File: config.mk
export PLATFORM = sky130hd
export DESIGN_NAME = adc_power_sequencer
export DESIGN_NICKNAME = d
export VERILOG_FILES = /design/src/rtl/adc_power_sequencer.sv
export SDC_FILE = /design/constraint.sdc
export NUM_CORES = 1
export LEC_CHECK = 0
export ABC_AREA = 1
export CAP_MARGIN = 15
export CORE_MARGIN = 5
export CORE_UTILIZATION = 40
export CTS_CLUSTER_DIAMETER = 40
export DETAILED_ROUTE_END_ITERATION = 10
export PLACE_DENSITY = 0.68
export SYNTH_ARGS = -nofsm -noshare
export SYNTH_HDL_FRONTEND = slang
export SYNTH_SLANG_ARGS = --single-unit
File: constraint.sdc
create_clock -name aclk -period 2.2 [get_ports aclk]
set_clock_uncertainty 0.05 [all_clocks]
set_input_delay 0.22 -clock aclk [delete_from_list [all_inputs] [get_ports aclk]]
set_output_delay 0.22 -clock aclk [all_outputs]
set_load 0.02 [all_outputs]
File: src/rtl/adc_power_sequencer.sv
// ADC front-end power/reset sequencer: ordered bring-up and tear-down with settling timers.
// Optional init command on the AXIS stream: define ADC_SEQ_INIT_CMD_EN.
`timescale 1ns/1ps
module adc_power_sequencer #(
  parameter int unsigned         DELAY_W    = 24,
  parameter logic [DELAY_W-1:0]  PWR_DELAY  = 24'd100000,
  parameter logic [DELAY_W-1:0]  REF_DELAY  = 24'd50000,
  parameter logic [DELAY_W-1:0]  AMP_DELAY  = 24'd10000,
  parameter logic [DELAY_W-1:0]  RST_HOLD   = 24'd16,
  parameter logic [DELAY_W-1:0]  DOWN_DELAY = 24'd1000,
  parameter logic [31:0]         INIT_WORD  = 32'h0000_0000
) (
  input  logic        aclk,
  input  logic        aresetn,
  input  logic        en,
  output logic        pwr_en,
  output logic        ref_en,
  output logic        io_en,
  output logic        diffamp_en,
  output logic        opamp_en,
  output logic        adc_resetn,
  output logic        dma_resetn,
  output logic        packetizer_resetn,
  output logic [31:0] m_axis_tdata,
  output logic        m_axis_tvalid,
  input  logic        m_axis_tready,
  output logic        ready,
  output logic        busy,
  output logic [2:0]  state
);

  typedef enum logic [2:0] {
    S_OFF  = 3'd0,
    S_PWR  = 3'd1,
    S_REF  = 3'd2,
    S_AMP  = 3'd3,
    S_RST  = 3'd4,
    S_INIT = 3'd5,
    S_RUN  = 3'd6,
    S_DOWN = 3'd7
  } state_t;

  localparam logic [DELAY_W-1:0] ONE = DELAY_W'(1);

  // A zero delay still spends one cycle in the state.
  function automatic logic [DELAY_W-1:0] ld_val(
    input logic [DELAY_W-1:0] d
  );
    return (d == '0) ? '0 : d - ONE;
  endfunction

  state_t             st, st_nxt;
  logic [DELAY_W-1:0] cnt, cnt_nxt;
  logic [DELAY_W-1:0] cnt_ld;
  logic               done;
  logic               go_down;
  logic pwr_n, ref_n, amp_n, adc_n, dp_n, tv_n;

`ifndef ADC_SEQ_INIT_CMD_EN
  logic unused_tready;
  assign unused_tready = m_axis_tready;
`endif

  assign done  = (cnt == '0);
  assign state = st;

  // Next state and next output values; enables only move on transitions.
  always_comb begin
    st_nxt  = st;
    pwr_n   = pwr_en;
    ref_n   = ref_en;
    amp_n   = io_en;
    adc_n   = adc_resetn;
    dp_n    = dma_resetn;
    tv_n    = m_axis_tvalid;
    go_down = 1'b0;
    unique case (st)
      S_OFF: begin
        if (en) begin
          st_nxt = S_PWR;
          pwr_n  = 1'b1;
        end
      end
      S_PWR: begin
        if (!en) go_down = 1'b1;
        else if (done) begin
          st_nxt = S_REF;
          ref_n  = 1'b1;
        end
      end
      S_REF: begin
        if (!en) go_down = 1'b1;
        else if (done) begin
          st_nxt = S_AMP;
          amp_n  = 1'b1;
        end
      end
      S_AMP: begin
        if (!en) go_down = 1'b1;
        else if (done) st_nxt = S_RST;
      end
      S_RST: begin
        if (!en) go_down = 1'b1;
        else if (done) begin
`ifdef ADC_SEQ_INIT_CMD_EN
          st_nxt = S_INIT;
          adc_n  = 1'b1;
          tv_n   = 1'b1;
`else
          st_nxt = S_RUN;
          adc_n  = 1'b1;
          dp_n   = 1'b1;
`endif
        end
      end
`ifdef ADC_SEQ_INIT_CMD_EN
      S_INIT: begin
        // A pending drop waits for the beat so valid is never retracted.
        if (m_axis_tready) begin
          tv_n = 1'b0;
          if (en) begin
            st_nxt = S_RUN;
            dp_n   = 1'b1;
          end else begin
            go_down = 1'b1;
          end
        end
      end
`endif
      S_RUN: begin
        if (!en) go_down = 1'b1;
      end
      S_DOWN: begin
        if (done) begin
          st_nxt = S_OFF;
          pwr_n  = 1'b0;
          ref_n  = 1'b0;
        end
      end
      default: st_nxt = S_OFF;
    endcase
    if (go_down) begin
      st_nxt = S_DOWN;
      amp_n  = 1'b0;
      adc_n  = 1'b0;
      dp_n   = 1'b0;
    end
  end

  // Settling counter reload value for the state being entered.
  always_comb begin
    cnt_ld = '0;
    unique case (st_nxt)
      S_PWR:   cnt_ld = ld_val(PWR_DELAY);
      S_REF:   cnt_ld = ld_val(REF_DELAY);
      S_AMP:   cnt_ld = ld_val(AMP_DELAY);
      S_RST:   cnt_ld = ld_val(RST_HOLD);
      S_DOWN:  cnt_ld = ld_val(DOWN_DELAY);
      default: cnt_ld = '0;
    endcase
    if (st_nxt != st)  cnt_nxt = cnt_ld;
    else if (!done)    cnt_nxt = cnt - ONE;
    else               cnt_nxt = cnt;
  end

  // State, counter and all outputs are registered.
  always_ff @(posedge aclk or negedge aresetn) begin
    if (!aresetn) begin
      st                <= S_OFF;
      cnt               <= '0;
      pwr_en            <= 1'b0;
      ref_en            <= 1'b0;
      io_en             <= 1'b0;
      diffamp_en        <= 1'b0;
      opamp_en          <= 1'b0;
      adc_resetn        <= 1'b0;
      dma_resetn        <= 1'b0;
      packetizer_resetn <= 1'b0;
      m_axis_tdata      <= '0;
      m_axis_tvalid     <= 1'b0;
      ready             <= 1'b0;
      busy              <= 1'b0;
    end else begin
      st                <= st_nxt;
      cnt               <= cnt_nxt;
      pwr_en            <= pwr_n;
      ref_en            <= ref_n;
      io_en             <= amp_n;
      diffamp_en        <= amp_n;
      opamp_en          <= amp_n;
      adc_resetn        <= adc_n;
      dma_resetn        <= dp_n;
      packetizer_resetn <= dp_n;
      m_axis_tdata      <= INIT_WORD;
      m_axis_tvalid     <= tv_n;
      ready             <= (st_nxt == S_RUN);
      busy              <= !((st_nxt == S_OFF) || (st_nxt == S_RUN));
    end
  end

endmodule
==> run summary <==
pin count of the biggest net entering global routing -> 34
busiest metal layer after global routing -> met2
Die Outline Area -> 7470 sq um
minimum period implied by the final worst setup slack -> 2.22 ns
fraction of the cycle the final worst path needs -> 101%
horizontal extent of the die -> 86.4 um
Crit Path Max Fanout -> 6
met3 track utilization from global routing -> 3.52%
Num CTS Buffers -> 5
cell with the biggest individual delay on the critical path -> dfrtp_1
final routed wirelength across all metal layers -> 5780 um
count of state elements after synthesis -> 33
ANT cells -> 0
Synth area leader -> dfrtp_1
final number of hold-violating endpoints -> 0
required time worst endpoint -> 2.35 ns
total number of nets in the final design -> 387
worst hold slack across all endpoints -> 0.279 ns
share of cells above drive strength 1 -> 42.6%
Critical Path AT -> 2.37 ns
fraction of the core area covered by cells at the end of the flow -> 59.2%
DRC violation total after the first TritonRoute iteration -> 72
origin of the critical flop-to-flop path -> cnt[22]
largest buffer count on any clock path -> 2
root buffer cell -> clkbuf_8
sum of net half-perimeters after detailed placement -> 4020 um
fraction of registers with async set or reset after synthesis -> 100%
post-detailed-route wirelength per cell -> 12.7 um
fraction of met1 tracks used by global routing -> 18.0%
number of filler instances in the final layout -> 471
layout overhead on the synthesized area -> 42.0%
Synth top area share -> 35.4%
Max Cap Viol -> 0
non-filler instance count after layout -> 455
met2 Use GR -> 26.2%
maximum VDD drop -> 1130 uV
initial antenna violation count -> 0
critical path start-end classification -> register to register
final routed DRC violation total -> 0
number of enable-type register cells in the synthesized netlist -> 0
boundary pin count -> 50
most frequent cells after synthesis -> nand2_1 (59), buf_4 (39), nor2_1 (37)
Reg-to-Reg End -> cnt[0]
worst setup slack for register-to-register paths -> -0.02 ns
Post-Syn Instances -> 294
CTS clock-pin slew for the worst setup and hold paths -> 0.08 ns
number of clock sinks seen by CTS -> 33
violated checks -> negative setup slack
Vias -> 2093
via count of the first global-routing pass -> 1949
number of cells in the design after placement -> 438
count of yosys warnings during synthesis -> 0
fin worst setup slack -> -0.0221 ns
most common cell in the netlist -> nand2_1
Min-Delay Path Class -> input port to async pin
remaining global-route overflow -> 0
Post-Syn Area per Cell -> 7.95 sq um
input/output buffers -> 15
number of buffers added to fix hold violations after cts -> 0
CP dominant cell by count -> nand2_2
routed vias/inst -> 4.60
Cell Chain, Critical Path -> nor2_2 > nand2_2 > nor2_4 > buf_6 > nand4_1 > buf_4 > nand2_4 > nand3_4 > a31oi_4 > nor2_8 > buf_6 > nand2_1 > nand2_1 > nand2_2 > nand2_2
global placement routability congestion -> 0.849
PD cells -> 1360 nW/um^2
Die Y-Extent -> 86.4 um
H-tree depth -> 2
share of synthesized area occupied by flip-flops and latches -> 35.4%
leakage power -> 1.70 nW
num rows -> 27
synth top area cells -> dfrtp_1 (35%), buf_4 (13%), nand2_1 (9.5%)
Unique masters post-synth -> 31
unrepaired setup endpoints after global routing -> true
startpoint class of the critical path -> register
max-slew violation total from the final report -> 0
final count of negative-setup-slack endpoints -> 9
highest achievable clock rate -> 450 MHz
capturing element type of the critical path -> register
result of the run -> finished with violations
clock latency of the later-clocked register in the worst-skew pair -> 0.30 ns
top_reg_cell synth -> dfrtp_1
Core ar. -> 5610 sq um
number of nets with antenna violations after routing -> 0
clock tree from TritonCTS -> built
Tot GR Track Use -> 15.1%
worst reg-to-reg path cell count -> 15
delay of the slowest critical-path stage -> 0.39 ns
summed instance area of the synthesized netlist -> 2340 sq um
Starting Density -> 41.7%
drt pass-1 iters -> 4
global-route wire length before repair -> 8900 um
[flip-flops by register name, indices dropped and copies added (netlist names)]
name / cells
pwr_en: 1
packetizer_resetn: 1
ref_en: 1
opamp_en: 1
ready: 1
state: 3
busy: 1
cnt: 24
[per-layer routing]
layer | vias up | wire (um)
met5 | - | 0
met4 | 0 | 93
met3 | 11 | 292
met2 | 58 | 3050
met1 | 984 | 2350
li1 | 1040 | -
[cells by family after synthesis]
family	count (synthesis)	synth area share, %
AO/OA/AOI/OAI	23	6.64
flip-flops	33	35.4
AND/OR/NAND/NOR	148	31.7
buffers and inverters	68	18.2
adder cells (fa/ha/maj)	1	0.536
other	1	0.161
XOR/XNOR	20	7.50
[worst max-delay path by stage]
stage                  from      end  slack [ns]  depth (start not counted)
CTS                  cnt[8]   cnt[7]      -0.004                         12
floorplan            cnt[0]   cnt[1]       0.006                         17
finish              cnt[22]   cnt[0]       -0.02                         15
global placement     cnt[0]   cnt[7]       -0.02                         14
global route        cnt[22]  cnt[16]       -0.17                         13
detailed placement   cnt[0]   cnt[7]       -0.09                         14
[worst max-delay path: cells and delay by family, from the launching register on]
kind                   cells  cell delay (ns)
AND/OR/NAND/NOR           11             1.01
buffers and inverters      3             0.45
flip-flops                 1             0.39
AO/OA/AOI/OAI              1             0.24
[repair_timing]
item | 4_1_cts | 5_1_grt
pin swaps | 7 | 30
cloned | 0 | 1
setup endpoints to repair | 24 | 24
buffers inserted | 2 | 6
gates resized for setup | 11 | 69
[per-stage QoR]
stage | setup TNS (ns) | total power, mW | instance area, sq um | setup slack (ns)
2_1_floorplan | 0 | 2.47 | 2460 | 0.00589
4_1_cts | -0.00858 | 4.02 | 3060 | -0.00442
3_5_place_dp | -1.27 | 3.37 | 2880 | -0.0930
3_3_place_gp | -0.0426 | 3.33 | 2880 | -0.0197
5_1_grt | -3.25 | 4.86 | 3320 | -0.168
6_report | -0.0904 | 4.51 | 3320 | -0.0221
[layout make-up]
| type | instances | area [sq um] | share of cell area (%) |
|---|---|---|---|
| Tap cell | 72 | 90.1 | 2.71 |
| Sequential cell | 33 | 826 | 24.9 |
| Clock inverter | 1 | 5.00 | 0.151 |
| Timing Repair Buffer | 91 | 744 | 22.4 |
| Multi-Input combinational cell | 225 | 1450 | 43.7 |
| Clock buffer | 7 | 96.3 | 2.90 |
| Inverter | 26 | 108 | 3.24 |
[report_power, final]
group / total, mW / switching, mW / internal (mW)
clock network: 0.530 / 0.247 / 0.283
registers: 0.916 / 0.132 / 0.784
logic: 3.06 / 1.69 / 1.37
total: 4.51 / 2.07 / 2.44
[cell usage in the layout (no fill, tap or decap), drive strengths merged, types with 12 or more instances in the layout]
| master | synthesis | layout |
|---|---|---|
| buf | 42 | 76 |
| nand2 | 66 | 66 |
| nor2 | 45 | 45 |
| conb | 1 | 33 |
| dfrtp | 33 | 33 |
| inv | 26 | 26 |
| nand3 | 24 | 24 |
| clkdlybuf4s50 | 0 | 15 |
| xor2 | 13 | 13 |
| a21oi | 12 | 12 |
(Power assumes the default switching activity.)
